==> src/rtl/fetch_queue.sv <==
// -----------------------------------------------------------------------------
// fetch_queue
//   First-word-fall-through FIFO of {pc, instr} pairs sitting between the
//   fetch and decode stages. Entries live in registers; the head entry is
//   presented combinationally from registered state.
//
// Ports
//   clk          : single clock, all state updates on the rising edge
//   reset        : asynchronous, active-high reset (clears pointers, count, storage)
//   flush_F      : synchronous flush (branch taken); empties the queue at the edge
//   enq_valid_F  : fetch presents a pair
//   enq_pc_F     : PC of the presented instruction
//   enq_instr_F  : instruction word of the presented pair
//   enq_ready_F  : queue has room (depends on registered state only)
//   deq_valid_D  : head entry is valid
//   deq_pc_D     : head PC (0 when empty)
//   deq_instr_D  : head instruction (0 when empty)
//   deq_ready_D  : decode consumes the head this cycle
//   count_Q      : number of occupied entries
// -----------------------------------------------------------------------------
module fetch_queue #(
    parameter int DEPTH = 4,
    parameter int AW    = 64,
    parameter int IW    = 32
) (
    input  logic                       clk,
    input  logic                       reset,
    input  logic                       flush_F,
    input  logic                       enq_valid_F,
    input  logic [AW-1:0]              enq_pc_F,
    input  logic [IW-1:0]              enq_instr_F,
    output logic                       enq_ready_F,
    output logic                       deq_valid_D,
    output logic [AW-1:0]              deq_pc_D,
    output logic [IW-1:0]              deq_instr_D,
    input  logic                       deq_ready_D,
    output logic [$clog2(DEPTH):0]     count_Q
);

    localparam int PW = $clog2(DEPTH);
    localparam int CW = PW + 1;

    localparam logic [CW-1:0] DEPTH_C = CW'(DEPTH);
    localparam logic [CW-1:0] ONE_C   = CW'(1);
    localparam logic [PW-1:0] ONE_P   = PW'(1);

    logic [AW-1:0] mem_pc    [DEPTH];
    logic [IW-1:0] mem_instr [DEPTH];
    logic [PW-1:0] rd_ptr;
    logic [PW-1:0] wr_ptr;
    logic [CW-1:0] count;

    logic do_enq;
    logic do_deq;

    // Ready comes only from the registered count, so a full queue stays
    // closed even when decode pops in the same cycle.
    assign enq_ready_F = (count < DEPTH_C);
    assign deq_valid_D = (count != '0);
    assign count_Q     = count;

    assign do_enq = enq_valid_F & enq_ready_F;
    assign do_deq = deq_valid_D & deq_ready_D;

    // Head is forced to zero while empty so stale storage never leaks out.
    assign deq_pc_D    = deq_valid_D ? mem_pc[rd_ptr]    : '0;
    assign deq_instr_D = deq_valid_D ? mem_instr[rd_ptr] : '0;

    // NOTE: sequential state uses non-blocking (<=) assignments so every
    // register samples the pre-edge values regardless of statement order.
    always_ff @(posedge clk or posedge reset) begin
        if (reset) begin
            rd_ptr <= '0;
            wr_ptr <= '0;
            count  <= '0;
            // NOTE: storage is cleared on reset as well; this is cheap at these
            // depths and makes every register's post-reset value deterministic.
            for (int i = 0; i < DEPTH; i++) begin
                mem_pc[i]    <= '0;
                mem_instr[i] <= '0;
            end
        end else if (flush_F) begin
            // Flush wins over any enqueue/dequeue in the same cycle; storage
            // is left as is because it is unreachable once count is 0.
            rd_ptr <= '0;
            wr_ptr <= '0;
            count  <= '0;
        end else begin
            if (do_enq) begin
                mem_pc[wr_ptr]    <= enq_pc_F;
                mem_instr[wr_ptr] <= enq_instr_F;
                wr_ptr            <= wr_ptr + ONE_P;  // wraps modulo DEPTH
            end
            if (do_deq) begin
                rd_ptr <= rd_ptr + ONE_P;
            end
            case ({do_enq, do_deq})
                2'b10:   count <= count + ONE_C;
                2'b01:   count <= count - ONE_C;
                default: count <= count;
            endcase
        end
    end

endmodule

==> config.mk <==
export PLATFORM = sky130hd
export DESIGN_NAME = fetch_queue
export DESIGN_NICKNAME = d
export VERILOG_FILES = /design/src/rtl/fetch_queue.sv
export SDC_FILE = /design/constraint.sdc
export NUM_CORES = 1
export LEC_CHECK = 0
export ABC_AREA = 1
export CAP_MARGIN = 20
export CORE_MARGIN = 3
export CORE_UTILIZATION = 52
export CTS_CLUSTER_SIZE = 25
export DETAILED_ROUTE_END_ITERATION = 6
export PLACE_DENSITY = 0.77
export SETUP_SLACK_MARGIN = 0.1
export SYNTH_ARGS = -nofsm -noshare
export SYNTH_HDL_FRONTEND = slang
export SYNTH_SLANG_ARGS = --single-unit
==> constraint.sdc <==
create_clock -name clk -period 14 [get_ports clk]
set_input_delay 4.2 -clock clk [delete_from_list [all_inputs] [get_ports clk]]
set_output_delay 4.2 -clock clk [all_outputs]
set_load 0.01 [all_outputs]
# Word-level counts from Yosys, hierarchy flattened

Cells that the tools add are included.

Logic and storage cells: 52
Flip-flop bits (word level): 391
Bits of input ports: 101

Bitwise operators: 5
$add $sub $neg: 4
Muxes and demuxes: 20
Equal/unequal tests: 2
Reductions and logical operators: 6
Order comparisons: 4

Operators by type and width:

| cell                                                                         | count |
|---|---|
| 256-bit bitwise mux                                                          | 1 |
| 64-bit 2-to-1 mux                                                            | 4 |
| 64-bit binary-select mux with 2-bit select                                   | 1 |
| 128-bit bitwise mux                                                          | 1 |
| 64-bit demux with 2-bit select                                               | 1 |
| 32-bit 2-to-1 mux                                                            | 4 |
| 32-bit binary-select mux with 2-bit select                                   | 1 |
| 32-bit demux with 2-bit select                                               | 1 |
| 2-bit 2-to-1 mux                                                             | 4 |
| 3-bit greater-or-equal comparator, second input constant                     | 2 |
| 2-bit NOT with 3-bit output                                                  | 2 |
| 3-bit case mux with 2 select lines                                           | 1 |
| 3-bit nonzero test                                                           | 2 |
| 2-bit by 1-bit adder with 2-bit output, second input constant                | 2 |
| 2-bit nonzero test                                                           | 2 |
| 3-bit by 1-bit adder with 3-bit output, second input constant                | 1 |
| 3-bit by 1-bit less-than comparator with 1-bit output, second input constant | 1 |
| 3-bit less-than comparator, second input constant                            | 1 |
| 3-bit 2-to-1 mux                                                             | 1 |
| 3-bit by 1-bit subtractor with 3-bit output, second input constant           | 1 |
| 1-bit AND                                                                    | 2 |
| 2-bit by 1-bit == test with 1-bit output, second input constant              | 1 |
| 2-bit == test, second input constant                                         | 1 |
| 2-bit AND reduction                                                          | 1 |
| 2 further kinds                                                              | 2 |

# Depth between registers and ports, before layout

Depth after elaboration: 6
Mapped depth: 8
Gate-level depth less buffers: 8

# Worst setup path before layout

No wires, ideal clock.

Kind: reg2out
Start point: reg count[2] (netlist: count_Q[2])
End point: out deq_instr_D[0]
Slack: 8479 ps
Data required time: 9800 ps
Data arrival time: 1321 ps
Cell stages (with the launch flop): 7
Cell sequence: dfrtp_1 > inv_2 > nand2_1 > inv_2 > buf_2 > buf_2 > a21oi_1

Word-level cells in the longest chain between the ends: 2

RTL lines:

| element                  | line | source |
|---|---|---|
| start: declaration       | 51   | `logic [CW-1:0] count;` |
| start signal: assignment | 98   | `2'b10: count <= count + ONE_C;` |
| start signal: assignment | 99   | `2'b01: count <= count - ONE_C;` |
| start signal: assignment | 100  | `default: count <= count;` |
| 3-bit nonzero test       | 59   | `assign deq_valid_D = (count != '0);` |
| named net deq_valid_D    | 33   | `output logic deq_valid_D,` |
| 32-bit 2-to-1 mux        | 67   | `assign deq_instr_D = deq_valid_D ? mem_instr[rd_ptr] : '0;` |
| end: declaration         | 35   | `output logic [IW-1:0] deq_instr_D,` |

The timed path passes the listed nets, and every way through them passes these cells.

# Worst setup path in the final report

Start point: reg rd_ptr[1]
End point: out deq_pc_D[0]

Word-level cells in the longest chain between the ends: 5

RTL lines:

| element                                              | line | source |
|---|---|---|
| start: declaration                                   | 49   | `logic [PW-1:0] rd_ptr;` |
| start signal: assignment                             | 95   | `rd_ptr <= rd_ptr + ONE_P;` |
| 2-bit NOT with 3-bit output (not written as such)    | 66   | `assign deq_pc_D = deq_valid_D ? mem_pc[rd_ptr] : '0;` |
| 64-bit binary-select mux with 2-bit select           | 66   |  |
| 64-bit 2-to-1 mux (not written as such) (2 in a row) | 66   |  |
| 64-bit 2-to-1 mux                                    | 66   |  |
| end: declaration                                     | 34   | `output logic [AW-1:0] deq_pc_D,` |

Every way passes these cells. The select of a mux whose other input is x is not followed.

==> results_dict.tcl <==
set metrics [dict create \
    status "complete, but fails checks" \
    violations "DRC" \
    final_cell_mix "nand2_1, dfrtp_1, nor2_1" \
    crit_fanout 51 \
    tns_ns 0 \
    cts_resized 0 \
    first_pass_iters 7 \
    fin_crit_sh 0.5850 \
    slew_violations 0 \
    synth.distinct_cells 25 \
    grt_max_degree 204 \
    postCtsSetupRepairBufs 0 \
    area_growth_pct 15.36 \
    fp.dieW_um 195.7 \
    antenna_found_initial 1 \
    drive_gt1_frac 0.1253 \
    ys_warn_count 0 \
    fmax_ghz 0.1221 \
    numCtsBuffers 42 \
    grt.overflow.total 0 \
    power_uw 4536 \
    layout_min_cycle_time_ns 8.190 \
    rsz0062_at_grt "no" \
    crit_path_start_kind "register" \
    die_y_um 195.7 \
    synth_nets 2245 \
    portBuffers 201 \
    setup_violations 0 \
    gp_congestion 0.8009 \
    cp_top_family "buffers and inverters" \
    drv_cap 0 \
    cpPeakStageDelay_ns 0.88 \
    initial_utilization 0.5341 \
    num_vias 14840 \
    endpoint_kind "output port" \
    ios 202 \
    track_usage 0.2381 \
    htreeDepth 2 \
    drt_wl_total_mm 45.29 \
    die-area_mm2 0.03832 \
    post_drt_wl_per_cell_um 16.64 \
    drc 2 \
    critPathKind "reg -> out" \
    clkSlewWorstSetupHoldPaths_ns 0.06 \
    hold_class "reg -> reg" \
    cts.path.max_buffers 3 \
    hold_buffers 0 \
    fillers 3044 \
    grt_pass1_vias 14790 \
    antenna_cells 0 \
    power_density_mw_per_mm2 210.0 \
    hold_violations 0 \
    rrSetupSlack_ns 11.08 \
    ant_nets 0 \
    core_area_mm2 0.03505 \
    rows 68 \
    cpMaxStageDelayCell "clkinv_2" \
    clk_latency_ns 0.51 \
    vias_per_cell 5.453 \
    worstPathArrival_ns 3.99 \
    synthCells 2139 \
    drtIter0Drc 1175 \
    relSlewSlack 0.1895 \
    grt_pass1_wl_mm 76.49 \
    cts_tree "done" \
    nets 2346 \
    syn-cell-area_mm2 0.01872 \
    tightestPinTransition_ns 1.216 \
    avgSynthCellArea_um2 8.753 \
    cts-root-buf "clkbuf_16" \
    cp_cell_sequence "clkinv_2 -> buf_4 -> nor2_1 -> o21ai_0 -> a21oi_1 -> clkdlybuf4s50_1" \
    ys_seq_elements 391 \
    skew_ns 0.004340 \
    ir_drop_mv 0.1325 \
    leakage_uw 0.009858 \
    crit_buf_inv 3 \
    cp.required_ns 9.80 \
    ys_seq_area_frac 0.5226 \
    clock-sinks 391 \
    hpwl_mm 26.61 \
    mostFrequentLayoutCell "nand2_1" \
]
stage by stage:
stage / hold WS, ns / instance area, um2 / cells / worst slack [ns] / utilization
floorplan: 0.4478 / 18730 / 2139 / 4.540 / -
global placement: 0.4582 / 20200 / 2650 / 6.466 / 0.5763
detailed placement: 0.4625 / 20200 / 2650 / 6.408 / 0.5763
CTS: 0.4769 / 21570 / 2720 / 5.847 / 0.6154
global route: 0.4897 / 21600 / 2721 / 5.585 / 0.6161
finish: 0.4728 / 21600 / 2721 / 5.810 / 0.6161
cells in the mapped netlist:
library cell	count	area share
nand2_1	396	0.079
dfrtp_1	391	0.52
nor2_1	388	0.078
o21ai_0	234	0.063
o21ai_2	195	0.091
o21ai_1	149	0.040
inv_1	106	0.021
a21oi_1	98	0.026
buf_6	81	0.049
buf_2	35	0.0094
clkbuf_1	32	0.0064
clkbuf_2	6	0.0016
nand2_4	5	0.0030
ha_1	4	0.0027
inv_2	4	0.00080
nand3_1	4	0.0011
buf_4	3	0.0012
a22o_1	1	0.00047
buf_1	1	0.00020
fa_1	1	0.0011
nand3b_1	1	0.00040
nand4_1	1	0.00033
nor2_8	1	0.0011
nor3_1	1	0.00027
xor2_1	1	0.00047
cells by family after synthesis:
family	count (synthesis)	synth area share
DFF	391	0.5226
adders and majority gates	5	0.003743
xor gates and xnor gates	1	0.0004679
AOI/OAI and AO/OA	677	0.2203
and+or+nand+nor	797	0.1633
buffers and inverters	268	0.08955
final timing paths:
path | from | depth (start not counted) | to
max | rd_ptr[1] | 6 | deq_pc_D[0]
min | mem_pc[191] | 2 | mem_pc[191]
max reg2reg | rd_ptr[1] | 4 | rd_ptr[1]
min reg2reg | mem_pc[191] | 2 | mem_pc[191]
max in group asynchronous | reset | 5 | mem_instr[64]
min in group asynchronous | reset | 2 | count_Q[0]
state kept, by name, indices dropped and copies added, names as in the netlist:
register / count
mem_pc: 256
mem_instr: 128
count_Q: 3
rd_ptr: 2
wr_ptr: 2
layout make-up:
cell class,count,area (um2),area share
timing repair buffer,215,2150,0.09952
clock inverter,8,90.09,0.004171
inverter,110,421.7,0.01952
clock buffer,62,1280,0.05926
tap,455,569.3,0.02636
sequential,391,9792,0.4534
multi-input combinational,1480,7296,0.3378
report_power, final:
part | switching (uW) | internal [uW]
registers | 234 | 1550
logic | 957 | 702
clock network | 427 | 665
tightest hold or removal path: stages, from the launching register on:
cell	delay, ns
dfrtp_1	0.33
nand2_1	0.06
o21ai_2	0.04
layer usage:
metal | vias to the layer above | part of all wire | track usage
li1 | 7160 | - | -
met1 | 7144 | 0.44 | 0.3416
met2 | 450 | 0.47 | 0.3815
met3 | 82 | 0.063 | 0.03589
met4 | 2 | 0.021 | 0.06549
met5 | - | 0.00024 | 0
No activity file was read; power rests on OpenSTA's default activity.
